File: src/rtl/vga_bitmap_screen.sv
// ---------------------------------------------------------------------------
// vga_bitmap_screen
//
// Full-screen VGA bitmap renderer. Generates SVGA-style timing, fetches a
// monochrome bitmap one row at a time from an external synchronous ROM
// (1-clock latency), and places it at (X0, Y0) with optional 2^SCALE_LOG2
// upscaling. Foreground and background colours and the image enable are
// latched once per frame. Optional blinking hides the image for
// BLINK_FRAMES frames out of every 2*BLINK_FRAMES.
//
// Pipeline: S0 counters -> S1 rom_addr/col/control -> S2 rom_data valid ->
// S3 output registers. Every VGA output appears 3 clocks after the counter
// state that produced it.
//
// Ports
//   CLK_40M      in   pixel clock
//   RST          in   asynchronous reset, active-high
//   img_en       in   1 = draw image, 0 = background only (frame-latched)
//   blink_en     in   1 = blink the image
//   fg_color     in   {r,g,b} for bitmap bits equal to 1 (frame-latched)
//   bg_color     in   {r,g,b} for bitmap bits equal to 0 / outside image
//   rom_addr     out  bitmap row index
//   rom_data     in   bitmap row, bit IMG_W-1 = leftmost pixel
//   vga_hsync    out  horizontal sync
//   vga_vsync    out  vertical sync
//   vga_red/green/blue out colour bits (000 during blanking)
//   vga_de       out  active-video flag, aligned with colours
//   frame_start  out  one-clock pulse with the first active pixel of a frame
// ---------------------------------------------------------------------------
module vga_bitmap_screen #(
    parameter int H_ACTIVE     = 800,
    parameter int H_FP         = 40,
    parameter int H_SYNC       = 128,
    parameter int H_BP         = 88,
    parameter int V_ACTIVE     = 600,
    parameter int V_FP         = 1,
    parameter int V_SYNC       = 4,
    parameter int V_BP         = 23,
    parameter bit SYNC_POL     = 1'b1,
    parameter int IMG_W        = 256,
    parameter int IMG_H        = 256,
    parameter int ROM_AW       = 8,
    parameter int X0           = 272,
    parameter int Y0           = 172,
    parameter int SCALE_LOG2   = 0,
    parameter int BLINK_FRAMES = 30
) (
    input  logic              CLK_40M,
    input  logic              RST,
    input  logic              img_en,
    input  logic              blink_en,
    input  logic [2:0]        fg_color,
    input  logic [2:0]        bg_color,
    output logic [ROM_AW-1:0] rom_addr,
    input  logic [IMG_W-1:0]  rom_data,
    output logic              vga_hsync,
    output logic              vga_vsync,
    output logic              vga_red,
    output logic              vga_green,
    output logic              vga_blue,
    output logic              vga_de,
    output logic              frame_start
);

    localparam int H_TOTAL = H_ACTIVE + H_FP + H_SYNC + H_BP;
    localparam int V_TOTAL = V_ACTIVE + V_FP + V_SYNC + V_BP;
    localparam int HW      = $clog2(H_TOTAL);
    localparam int VW      = $clog2(V_TOTAL);
    localparam int CW      = (IMG_W > 1) ? $clog2(IMG_W) : 1;

    // All window/sync bounds as 32-bit unsigned so comparisons need no
    // per-parameter width juggling.
    localparam logic [31:0] H_ACT_U  = 32'(H_ACTIVE);
    localparam logic [31:0] V_ACT_U  = 32'(V_ACTIVE);
    localparam logic [31:0] HS_START = 32'(H_ACTIVE + H_FP);
    localparam logic [31:0] HS_END   = 32'(H_ACTIVE + H_FP + H_SYNC);
    localparam logic [31:0] VS_START = 32'(V_ACTIVE + V_FP);
    localparam logic [31:0] VS_END   = 32'(V_ACTIVE + V_FP + V_SYNC);
    localparam logic [31:0] X0_U     = 32'(X0);
    localparam logic [31:0] Y0_U     = 32'(Y0);
    localparam logic [31:0] X_END    = 32'(X0 + (IMG_W << SCALE_LOG2));
    localparam logic [31:0] Y_END    = 32'(Y0 + (IMG_H << SCALE_LOG2));

    // Control bits that travel alongside a pixel through the pipeline.
    // Sync fields hold "asserted", polarity is applied at the output.
    typedef struct packed {
        logic de;
        logic hs;
        logic vs;
        logic fs;
        logic win;
    } ctrl_t;

    // -----------------------------------------------------------------------
    // S0: timing counters
    // -----------------------------------------------------------------------
    logic [HW-1:0] h;
    logic [VW-1:0] v;
    logic          h_last;
    logic          v_last;
    logic          frame_wrap;
    logic          at_origin;

    assign h_last     = (h == HW'(H_TOTAL - 1));
    assign v_last     = (v == VW'(V_TOTAL - 1));
    assign frame_wrap = h_last & v_last;
    assign at_origin  = (h == '0) && (v == '0);

    // NOTE: sequential state uses non-blocking assignments so every register
    // samples the pre-edge value of every other register, independent of
    // block ordering.
    always_ff @(posedge CLK_40M or posedge RST) begin
        if (RST) begin
            h <= '0;
            v <= '0;
        end else if (h_last) begin
            h <= '0;
            if (v_last) v <= '0;
            else        v <= v + VW'(1);
        end else begin
            h <= h + HW'(1);
        end
    end

    // -----------------------------------------------------------------------
    // Frame-latched shadows and blink state
    // -----------------------------------------------------------------------
    logic [2:0] fg_sh;
    logic [2:0] bg_sh;
    logic       img_en_sh;
    logic [7:0] blink_cnt;
    logic       blink_phase;

    // Shadows load while the counters sit at (0,0). The first pixel of the
    // frame reaches S3 two edges later, so it already sees the new values,
    // while the pixels still in flight from the previous frame are blanking.
    always_ff @(posedge CLK_40M or posedge RST) begin
        if (RST) begin
            fg_sh     <= 3'b000;
            bg_sh     <= 3'b000;
            img_en_sh <= 1'b0;
        end else if (at_origin) begin
            fg_sh     <= fg_color;
            bg_sh     <= bg_color;
            img_en_sh <= img_en;
        end
    end

    always_ff @(posedge CLK_40M or posedge RST) begin
        if (RST) begin
            blink_cnt   <= 8'd0;
            blink_phase <= 1'b0;
        end else if (!blink_en) begin
            blink_cnt   <= 8'd0;
            blink_phase <= 1'b0;
        end else if (frame_wrap) begin
            if (blink_cnt == 8'(BLINK_FRAMES - 1)) begin
                blink_cnt   <= 8'd0;
                blink_phase <= ~blink_phase;
            end else begin
                blink_cnt   <= blink_cnt + 8'd1;
            end
        end
    end

    // -----------------------------------------------------------------------
    // S0 decode: region flags, source column and row
    // -----------------------------------------------------------------------
    logic [31:0]       h32;
    logic [31:0]       v32;
    ctrl_t             c0;
    logic [CW-1:0]     col0;
    logic [ROM_AW-1:0] row0;

    // NOTE: every signal driven here gets a default first, so no path can
    // leave it unassigned and infer a latch.
    always_comb begin
        h32    = 32'(h);
        v32    = 32'(v);
        c0     = '0;
        c0.de  = (h32 < H_ACT_U) && (v32 < V_ACT_U);
        c0.hs  = (h32 >= HS_START) && (h32 < HS_END);
        c0.vs  = (v32 >= VS_START) && (v32 < VS_END);
        c0.fs  = at_origin;
        // Gating with de clips a window that runs off the visible area.
        c0.win = c0.de && (h32 >= X0_U) && (h32 < X_END)
                       && (v32 >= Y0_U) && (v32 < Y_END);
        // Offsets wrap outside the window; they are only consumed inside it.
        col0   = CW'((h32 - X0_U) >> SCALE_LOG2);
        row0   = ROM_AW'((v32 - Y0_U) >> SCALE_LOG2);
    end

    // -----------------------------------------------------------------------
    // S1: ROM address, column, control
    // -----------------------------------------------------------------------
    ctrl_t         c1;
    logic [CW-1:0] col1;

    // NOTE: every pipeline stage is reset, so a reset mid-frame flushes the
    // pipe and nothing half-processed emerges after release.
    always_ff @(posedge CLK_40M or posedge RST) begin
        if (RST) begin
            c1       <= '0;
            col1     <= '0;
            rom_addr <= '0;
        end else begin
            c1   <= c0;
            col1 <= col0;
            // Outside the window the address holds, so the ROM stays quiet.
            if (c0.win) rom_addr <= row0;
        end
    end

    // -----------------------------------------------------------------------
    // S2: ROM data valid this stage; carry column and control alongside it
    // -----------------------------------------------------------------------
    ctrl_t         c2;
    logic [CW-1:0] col2;

    always_ff @(posedge CLK_40M or posedge RST) begin
        if (RST) begin
            c2   <= '0;
            col2 <= '0;
        end else begin
            c2   <= c1;
            col2 <= col1;
        end
    end

    // -----------------------------------------------------------------------
    // S3: pixel select and output registers
    // -----------------------------------------------------------------------
    logic [CW-1:0] bit_idx;
    logic          pixel_bit;
    logic          show_img;
    logic [2:0]    colour_nxt;

    always_comb begin
        // Column 0 is the MSB of the row word.
        bit_idx    = CW'(IMG_W - 1) - col2;
        pixel_bit  = rom_data[bit_idx];
        // Gating with blink_en directly hides the image only while blinking
        // is on, even before the phase register has been cleared.
        show_img   = img_en_sh & ~(blink_en & blink_phase);
        colour_nxt = 3'b000;
        if (c2.de) begin
            if (c2.win && show_img && pixel_bit) colour_nxt = fg_sh;
            else                                 colour_nxt = bg_sh;
        end
    end

    always_ff @(posedge CLK_40M or posedge RST) begin
        if (RST) begin
            vga_hsync   <= ~SYNC_POL;
            vga_vsync   <= ~SYNC_POL;
            vga_de      <= 1'b0;
            frame_start <= 1'b0;
            vga_red     <= 1'b0;
            vga_green   <= 1'b0;
            vga_blue    <= 1'b0;
        end else begin
            vga_hsync   <= c2.hs ? SYNC_POL : ~SYNC_POL;
            vga_vsync   <= c2.vs ? SYNC_POL : ~SYNC_POL;
            vga_de      <= c2.de;
            frame_start <= c2.fs;
            {vga_red, vga_green, vga_blue} <= colour_nxt;
        end
    end

endmodule

File: config.mk
export PLATFORM = sky130hd
export DESIGN_NAME = vga_bitmap_screen
export DESIGN_NICKNAME = d
export VERILOG_FILES = /design/src/rtl/vga_bitmap_screen.sv
export SDC_FILE = /design/constraint.sdc
export NUM_CORES = 1
export LEC_CHECK = 0
export ABC_AREA = 1
export BUFFER_PORTS_ARGS = -buffer_cell sky130_fd_sc_hd__buf_2
export CAP_MARGIN = 20
export CELL_PAD_IN_SITES_DETAIL_PLACEMENT = 1
export CELL_PAD_IN_SITES_GLOBAL_PLACEMENT = 2
export CORE_MARGIN = 4
export CORE_UTILIZATION = 25
export DETAILED_ROUTE_END_ITERATION = 6
export GPL_TIMING_DRIVEN = 0
export HOLD_SLACK_MARGIN = 0.03
export PLACE_DENSITY_LB_ADDON = 0.25
export SYNTH_ARGS = -nofsm -noshare
export SYNTH_HDL_FRONTEND = slang
export SYNTH_SLANG_ARGS = --single-unit
File: constraint.sdc
create_clock -name CLK_40M -period 5.1 [get_ports CLK_40M]
set_input_delay 1.53 -clock CLK_40M [delete_from_list [all_inputs] [get_ports CLK_40M]]
set_output_delay 1.53 -clock CLK_40M [all_outputs]
set_load 0.01 [all_outputs]
==> flow_metrics.env, run 1 <==
export IMPL_cts_tree="done"
export IMPL_cts_setup_buffers=0
export IMPL_grt_pass1_wl_mm=44.7
export IMPL_drive_above_1_share_pct=28.2
export IMPL_peakVddDrop_v=0.000165
export IMPL_root_buffer="clkbuf_16"
export IMPL_finalHoldViolations=0
export IMPL_regArea_um2=1950
export IMPL_syn_avg_cell_area_um2=6.40
export IMPL_r2r_slack_ns=2.66
export IMPL_synth_async_sr_flop_share_pct=100
export IMPL_io_pins=281
export IMPL_insertion_delay_ns=0.34
export IMPL_slowest_delay_ns=0.17
export IMPL_cp_start_kind="primary input"
export IMPL_whs_endpoint="c2[3]"
export IMPL_post_drt_wl_per_cell_um=18.9
export IMPL_crit_arrival_ns=2.84
export IMPL_setup_viol=0
export IMPL_max_slew_worst_pin_slew_ns=0.771
export IMPL_drt_first_iter_violations=387
export IMPL_cp_end_kind="flop"
export IMPL_slew_viol_final=0
export IMPL_grt_setup_unrepaired="no"
export IMPL_drc=0
export IMPL_num_rows=56
export IMPL_grt_usage_pct=21.8
export IMPL_holdWs_ns=0.347
export IMPL_worst_setup_path_type="primary input to flop"
export IMPL_dp_hpwl_mm=24.4
export IMPL_critPathTopFamily="simple AND/OR/NAND/NOR gates"
export IMPL_fp_dieH_um=163
export IMPL_hp_start="c1[3]"
export IMPL_critical_path_buf_inv_count=1
export IMPL_nets=1511
export IMPL_critical_path_slowest_cell="nand3_1"
export IMPL_routed_via_density=4.77
export IMPL_clock_sinks=78
export IMPL_cp_common_cell="nand3_1"
export IMPL_crit_fanout=6
export IMPL_outcome="completed"
export IMPL_preCtsSetupSlack_ns=2.10
export IMPL_max_slew_margin_pct=48.6
export IMPL_p_leak_uw=0.00435
export IMPL_num_vias=7427
export IMPL_seq_area_frac_synth_pct=32.5
export IMPL_fmax_ghz=0.382
export IMPL_drv_cap=0
export IMPL_grt_ovfl_total=0
export IMPL_synth_fp_nets=1219
export IMPL_cp_startpoint="rom_data[190]"
export IMPL_layout_setup_ws_ns=2.48
export IMPL_r2r_end="vga_red"
export IMPL_drtPass1Iterations=5
export IMPL_fin_crit_sh_pct=51.3
export IMPL_htree_levels=3
export IMPL_start_util_pct=25.5
export IMPL_min_period_ns=2.62
export IMPL_postCtsHoldBufs=0
export IMPL_clkSlewWorstSetupHoldPaths_ns=0.06
export IMPL_core_um2=23500
export IMPL_synth_edf_count=0
export IMPL_powerDensity_nw_per_um2=181
export IMPL_die_x_um=163
export IMPL_syn_cell_area_um2=6000
export IMPL_clk_path_buf_depth=2
export IMPL_crit_path_cell_trace="buf_2 > nand2_1 > nand3_1 > nand3_1 > nand3_1 > nand2_1 > nand2_1 > nand3_1 > nand3_1 > nand3b_1 > nand2_2 > a21oi_1 > nor2_1"
export IMPL_holdPathStages=0
export IMPL_grt_pass1_vias=7800
export IMPL_required_ns=5.33
export IMPL_cts_resized=0
export IMPL_fin_skew_ns=0.0102
export IMPL_port_buffer_count=280
export IMPL_netlist_instances=938
export IMPL_worstHoldPathType="flop to flop"
export IMPL_grt_max_degree=66
export IMPL_ys_flop_type="dfrtp_1"
export IMPL_place_gp_congestion=0.836
export IMPL_cts_made_buffers=9
export IMPL_ys_types=36
export IMPL_r2r_start="col2[2]"
export IMPL_worstRegToRegCells=13
export IMPL_drtAntennaViolNets=0
export IMPL_final_util_pct=34.6
export IMPL_die_area_um2=26600
export IMPL_multi_input_area_um2=3470
export IMPL_synth_seq_cells=78
export IMPL_fin_setup_tns_ns=0
export IMPL_syn2layout_area_growth_pct=35.6
export IMPL_totalWireLength_mm=29.5
export IMPL_antenna_found_initial=7
export IMPL_fillers=3190
export IMPL_ys_warn_count=0
power breakdown:
part / leakage [µW] / total [µW] / switching (µW) / internal (µW)
registers: 0.00101 / 626 / 2.26 / 624
clock network: 0.000146 / 650 / 269 / 381
logic: 0.00319 / 201 / 94.7 / 106
total: 0.00435 / 1480 / 366 / 1110
kinds of logic after synthesis:
kind of cell	count (synthesis)	share of synthesized area [%]
xor+xnor	7	1.02
flops	78	32.5
fa+ha+maj	15	3.13
buf+inv	121	9.77
simple gates	657	48.0
compound gates	60	5.54
placed cells by master, fill, tap and decap left out, types with 2 or more instances in the layout:
master and instances:
a21oi_1 21, o21ai_0 25, and3_1 2, nand4_1 8, buf_4 22, nand3_1 254
nor3b_1 3, nand2_1 341, nor4_1 2, buf_6 4, clkinv_2 2, clkinv_4 2
nor2_1 31, xor2_1 7, dfrtp_1 78, o2111ai_1 2, diode_2 4, buf_2 296
nor3_1 8, inv_1 62, clkbuf_16 9, nor3_2 2, ha_1 15, inv_2 2
a211oi_1 2, clkbuf_1 8, a31oi_1 5, buf_1 5
cells in the mapped netlist (2+ instances only):
master / number / area (µm²)
nor4_1: 2 / 12.5
nand4_1: 8 / 50.1
buf_2: 16 / 80.1
nor3_1: 8 / 40.0
xor2_1: 7 / 61.3
o2111ai_1: 2 / 17.5
a21oi_1: 21 / 105
inv_1: 63 / 236
ha_1: 15 / 188
a31oi_1: 5 / 31.3
clkbuf_1: 8 / 30.0
nor2_1: 31 / 116
nor3b_1: 3 / 22.5
buf_1: 5 / 18.8
and3_1: 2 / 12.5
buf_6: 4 / 45.0
buf_4: 22 / 165
a211oi_1: 2 / 15.0
o21ai_0: 25 / 125
nor3_2: 2 / 20.0
nand2_1: 341 / 1280
dfrtp_1: 78 / 1950
inv_2: 2 / 7.51
nand3_1: 254 / 1270
state kept, by name (all words and copies together), names as in the netlist, 3 cells and up:
register,count
c1,5
c2,5
v,10
h,11
fg_sh,3
col1,8
bg_sh,3
col2,8
rom_addr,8
blink_cnt,8
how the worst max path moves through the flow:
stage / end / slack [ns] / depth (start not counted)
after floorplan: bg_sh[0] / 1.57 / 1
after global placement: h[2] / 0.52 / 2
after detailed placement: vga_green / 2.10 / 13
after CTS: vga_green / 2.47 / 14
after global routing: vga_red / 2.22 / 14
final: vga_blue / 2.48 / 13
area by class of cell:
type,instances,share of cell area (%)
Multi-Input combinational cell,739,42.6
Inverter,66,3.07
Sequential cell,78,24.0
Tap cell,319,4.90
Timing Repair Buffer,281,17.5
Clock buffer,9,2.77
Clock inverter,7,0.906
Antenna cell,4,0.123
Buffer,55,4.16
layer usage:
metal  global-route usage [%]  up-vias  wire, µm
met1                     28.1     3523     13200
met5                        0        -        36
li1                         -     3676         -
met2                     38.1      202     14400
met3                     4.45       20      1610
met4                     3.93        6       254
metrics by stage:
stage | area [µm²] | cells | total power (µW)
floorplan | 6000 | 938 | 706
global placement | 7800 | 1537 | 834
detailed placement | 7840 | 1538 | 839
CTS | 8130 | 1554 | 1500
global route | 8140 | 1558 | 1550
finish | 8140 | 1558 | 1480
No activity file was read; power rests on OpenSTA's default activity.
==> inputs of run 2 (changes only) <==
- ABC_AREA: 1 -> 0
- CORE_UTILIZATION: 25 -> 28
- clock period: 5.1 -> 2.6 ns (I/O delays scaled with it)
==> flow_metrics.env, run 2 <==
export IMPL_outcome="completed"
export IMPL_totalWireLength_mm=23.0
export IMPL_start_util_pct=28.5
export IMPL_fin_crit_sh_pct=99.7
export IMPL_synth_commonest_cells="dfrtp_1 (78), mux4_2 (58), nand2_1 (43)"
export IMPL_grt_usage_pct=20.7
export IMPL_ys_types=51
export IMPL_slew_viol_final=0
export IMPL_drtAntennaViolNets=0
export IMPL_post_drt_wl_per_cell_um=22.2
export IMPL_r2r_end="vga_red"
export IMPL_synth_fp_nets=745
export IMPL_setup_viol=0
export IMPL_place_gp_congestion=0.868
export IMPL_synth_edf_count=0
export IMPL_worstHoldPathType="flop to flop"
export IMPL_final_common_cell="buf_2"
export IMPL_cp_start_kind="flop"
export IMPL_nets=1045
export IMPL_grt_pass1_wl_mm=35.0
export IMPL_max_slew_worst_pin_slew_ns=0.966
export IMPL_cp_startpoint="col2[0]"
export IMPL_die_area_um2=22100
export IMPL_grt_ovfl_total=0
export IMPL_drtPass1Iterations=4
export IMPL_fin_total_pwr_uw=2900
export IMPL_finalHoldViolations=0
export IMPL_dp_hpwl_mm=19.4
export IMPL_crit_end="vga_red"
export IMPL_final_util_pct=39.9
export IMPL_synth_async_sr_flop_share_pct=100
export IMPL_min_period_ns=2.59
export IMPL_reg_largest_list="h (11), v (10)"
export IMPL_routed_via_density=5.08
export IMPL_ys_flop_type="dfrtp_1"
export IMPL_syn_cell_area_um2=5540
export IMPL_grt_pass1_vias=5950
export IMPL_r2r_slack_ns=0.009
export IMPL_fmax_ghz=0.386
export IMPL_clkSlewWorstSetupHoldPaths_ns=0.06
export IMPL_insertion_delay_ns=0.34
export IMPL_fp_dieH_um=149
export IMPL_io_pins=281
export IMPL_cp_end_kind="flop"
export IMPL_netlist_instances=464
export IMPL_required_ns=2.86
export IMPL_largest_reg_flops=11
export IMPL_drv_cap=0
export IMPL_worstRegToRegCells=9
export IMPL_grt_setup_unrepaired="yes"
export IMPL_fin_skew_ns=0.00943
export IMPL_drt_first_iter_violations=229
export IMPL_top_register="h"
export IMPL_peakVddDrop_v=0.000299
export IMPL_syn2layout_area_growth_pct=40.2
export IMPL_drive_above_1_share_pct=54.0
export IMPL_syn_avg_cell_area_um2=11.9
export IMPL_antenna_found_initial=4
export IMPL_port_buffer_count=280
export IMPL_synth_area_leader_cell="dfrtp_1"
export IMPL_htree_levels=3
export IMPL_crit_fanout=6
export IMPL_drc=0
export IMPL_clk_path_buf_depth=2
export IMPL_grt_max_degree=40
export IMPL_seq_area_frac_synth_pct=35.2
export IMPL_num_rows=51
export IMPL_r2r_start="col2[0]"
export IMPL_die_x_um=149
export IMPL_p_leak_uw=0.00382
export IMPL_crit_arrival_ns=2.85
export IMPL_fin_cells=1037
export IMPL_yosysMostFrequentCell="dfrtp_1"
export IMPL_max_slew_margin_pct=35.1
export IMPL_root_buffer="clkbuf_16"
export IMPL_ys_warn_count=0
export IMPL_synth_top_area_share_pct=35.2
export IMPL_cts_made_buffers=9
export IMPL_final_cell_mix="buf_2 (289), dfrtp_1 (78), mux4_2 (61), nand2_1 (43), nor2_1 (30)"
export IMPL_worst_setup_path_type="flop to flop"
export IMPL_core_um2=19500
export IMPL_synthTopCellsByArea="dfrtp_1 (35%), mux4_2 (24%), mux4_1 (4.3%)"
export IMPL_clock_sinks=78
export IMPL_powerDensity_nw_per_um2=373
export IMPL_cts_tree="done"
export IMPL_dpl_cell_count=1011
export IMPL_num_vias=5272
export IMPL_synth_seq_cells=78
==> run 2: logic make-up (layout without fill, tap and decap cells) <==
kind of cell	count (synthesis)	after routing	synth area share, %
xor+xnor	23	23	3.64
compound gates	65	65	7.43
fa+ha+maj	15	15	3.39
other cells	0	3	0
mux	93	93	32.9
buf+inv	47	352	4.50
flops	78	78	35.2
simple gates	143	143	12.9
==> run 2: worst max-delay path: stages, from the launching register on <==
cell     delay [ns]
dfrtp_1        0.35
buf_6          0.15
buf_4          0.15
mux4_2         0.51
mux4_2         0.54
nor3_2         0.23
a21oi_2        0.05
nor2_1         0.14
o32a_4         0.22
mux2i_1        0.18
==> run 2: layer usage <==
metal / share of wire (%) / wire length (µm) / GRT usage (%)
met5: 0.056 / 13 / 0
met3: 6.6 / 1530 / 4.94
met4: 1.5 / 353 / 4.25
met2: 52 / 11900 / 37.6
met1: 40 / 9180 / 25.0
==> run 2: worst min path at each step <==
stage,from,endpoint,slack [ns],cells past startpoint
2_1_floorplan,c1[0],c2[0],0.33,0
3_3_place_gp,col1[6],col2[6],0.33,0
3_5_place_dp,col1[3],col2[3],0.34,0
4_1_cts,c2[2],vga_vsync,0.35,0
5_1_grt,c2[2],vga_vsync,0.36,0
6_report,col1[4],col2[4],0.35,0
==> run 2: metrics by stage <==
stage | TNS (ns) | area [µm²] | setup slack, ns | hold slack (ns)
6_report | 0 | 7770 | 0.00899 | 0.348
5_1_grt | -0.845 | 7770 | -0.0676 | 0.357
4_1_cts | 0 | 7720 | 0.00822 | 0.351
3_5_place_dp | -1.47 | 7320 | -0.326 | 0.336
3_3_place_gp | -1.05 | 7280 | -0.288 | 0.334
2_1_floorplan | 0 | 5540 | 0.191 | 0.331
==> run 2: cell type report <==
type | count | area, µm²
Timing Repair Buffer | 289 | 1510
Buffer | 28 | 214
Tap cell | 265 | 332
Fill cell | 2235 | 11700
Clock inverter | 7 | 81.3
Clock buffer | 9 | 225
Antenna cell | 3 | 7.51
Sequential cell | 78 | 1950
Multi-Input combinational cell | 339 | 3370
Inverter | 19 | 75.1
==> run 2: repair_timing <==
action                     CTS  global route
hold buffers                 0             0
buffers inserted             6             0
hold endpoints to repair     0             0
gates resized for setup     15             8
setup endpoints to repair   19            15
cloned                       0             1
pin swaps                    2             3
==> run 2: power breakdown <==
group	internal [µW]	total, µW	switching [µW]
clock	757	1290	534
sequential	1220	1220	3.42
combinational	247	380	133
==> inputs of run 3 (changes only) <==
- CAP_MARGIN: 20 -> not set
- CTS_BUF_LIST: not set -> sky130_fd_sc_hd__clkbuf_16
- PLACE_DENSITY_LB_ADDON: 0.25 -> 0.15
==> flow_metrics.env, run 3 (same netlist as run 2, synthesis figures left out) <==
export IMPL_final_common_cell="buf_2"
export IMPL_fin_crit_sh_pct=99.3
export IMPL_route_met2_wl_mm=11.9
export IMPL_drv_cap=0
export IMPL_max_slew_worst_pin_slew_ns=0.773
export IMPL_htree_levels=3
export IMPL_drc=0
export IMPL_layout_setup_ws_ns=0.0191
export IMPL_r2r_start="col2[0]"
export IMPL_grt_setup_unrepaired="yes"
export IMPL_hp_start="col1[1]"
export IMPL_antenna_found_initial=2
export IMPL_nets=1044
export IMPL_p_leak_uw=0.00387
export IMPL_fp_dieH_um=149
export IMPL_fmax_ghz=0.387
export IMPL_root_buffer="clkbuf_16"
export IMPL_fin_total_pwr_uw=2990
export IMPL_worstHoldPathType="flop to flop"
export IMPL_place_gp_congestion=0.891
export IMPL_max_slew_margin_pct=48.4
export IMPL_clkSlewWorstSetupHoldPaths_ns=0.06
export IMPL_drtAntennaViolNets=0
export IMPL_grt_ovfl_total=0
export IMPL_grt_usage_pct=20.9
export IMPL_insertion_delay_ns=0.34
export IMPL_min_period_ns=2.58
export IMPL_fin_setup_tns_ns=0
export IMPL_cts_made_buffers=9
export IMPL_outcome="completed"
export IMPL_setup_viol=0
export IMPL_fillers=2241
export IMPL_dp_hpwl_mm=19.7
export IMPL_clk_path_buf_depth=2
export IMPL_drtPass1Iterations=4
export IMPL_num_rows=51
export IMPL_num_vias=5193
export IMPL_start_util_pct=28.5
export IMPL_worst_setup_path_type="flop to flop"
export IMPL_multi_input_area_um2=3390
export IMPL_port_buffer_count=280
export IMPL_cts_tree="done"
export IMPL_fin_skew_ns=0.00851
export IMPL_post_drt_wl_per_cell_um=22.4
export IMPL_io_pins=281
export IMPL_cp_startpoint="col2[0]"
export IMPL_wl_met1_mm=9.25
export IMPL_grt_pass1_vias=5851
export IMPL_preCtsSetupSlack_ns=-0.343
export IMPL_totalWireLength_mm=23.2
export IMPL_syn2layout_area_growth_pct=41.4
export IMPL_route_met3_wl_mm=1.56
export IMPL_grt_pass1_wl_mm=35.1
export IMPL_cp_end_kind="flop"
export IMPL_highest_layer="met4"
export IMPL_core_um2=19500
export IMPL_drt_first_iter_violations=222
export IMPL_cp_start_kind="flop"
export IMPL_largest_reg_flops=11
export IMPL_crit_fanout=6
export IMPL_powerDensity_nw_per_um2=381
export IMPL_reg_largest_list="h (11), v (10)"
export IMPL_clock_sinks=78
export IMPL_slew_viol_final=0
export IMPL_regArea_um2=1950
export IMPL_final_util_pct=40.2
export IMPL_grt_max_degree=34
export IMPL_finalHoldViolations=0
export IMPL_crit_arrival_ns=2.83
export IMPL_peakVddDrop_v=0.000339
export IMPL_final_cell_mix="buf_2 (287), dfrtp_1 (78), mux4_2 (60), nand2_1 (43), nor2_1 (30)"
export IMPL_drive_above_1_share_pct=53.8
export IMPL_required_ns=2.85
export IMPL_die_area_um2=22100
export IMPL_die_x_um=149
export IMPL_routed_via_density=5.02
export IMPL_top_register="h"
-- run 3: power breakdown --
part | total, µW | switching, µW | internal (µW)
logic | 383 | 136 | 248
clock network | 1380 | 526 | 852
registers | 1220 | 3.31 | 1220
total | 2990 | 665 | 2320
-- run 3: area by class of cell --
type	count	share of cell area (%)
inverter	19	0.959
sequential	78	24.9
clock inverter	7	1.31
clock buffer	9	2.88
antenna	2	0.0639
multi-input combinational	339	43.2
buffer	28	2.96
tap	265	4.23
timing repair buffer	288	19.4
-- run 3: layer usage --
layer / up-vias / global-route usage, %
li1: 2372 / -
met1: 2621 / 25.0
met2: 172 / 37.0
met3: 28 / 6.31
met4: 0 / 4.76
met5: - / 0
-- run 3: critical path: stages, from the launching register on --
cell      delay (ns)
dfrtp_1         0.34
buf_6           0.15
buf_12          0.13
mux4_1          0.57
mux4_2          0.51
o21ai_2         0.16
and4bb_1        0.23
o32a_4          0.21
mux2i_1         0.20
-- run 3: path summary, 6_finish.rpt --
kind	endpoint	slack, ns	cells past startpoint
max reg2reg	vga_blue	0.02	8
max in group asynchronous	bg_sh[1]	1.38	4
min	col2[1]	0.35	0
min in group asynchronous	col2[0]	0.47	2
min reg2reg	col2[1]	0.35	0
max	vga_blue	0.02	8
-- run 3: timing repair --
item / 4_1_cts / 5_1_grt
gates cloned: 0 / 2
setup buffers: 2 / 2
setup endpoints to repair: 12 / 22
hold buffers: 0 / 0
resized for setup: 15 / 16
pin swaps: 2 / 8
-- run 3: through the flow --
step                      std cells  cell area, µm²  hold WS [ns]
after floorplan                 464            5540         0.331
after global placement         1009            7280         0.334
after detailed placement       1011            7320         0.336
after CTS                      1029            7720         0.352
after global routing           1035            7830         0.359
final                          1035            7830         0.349
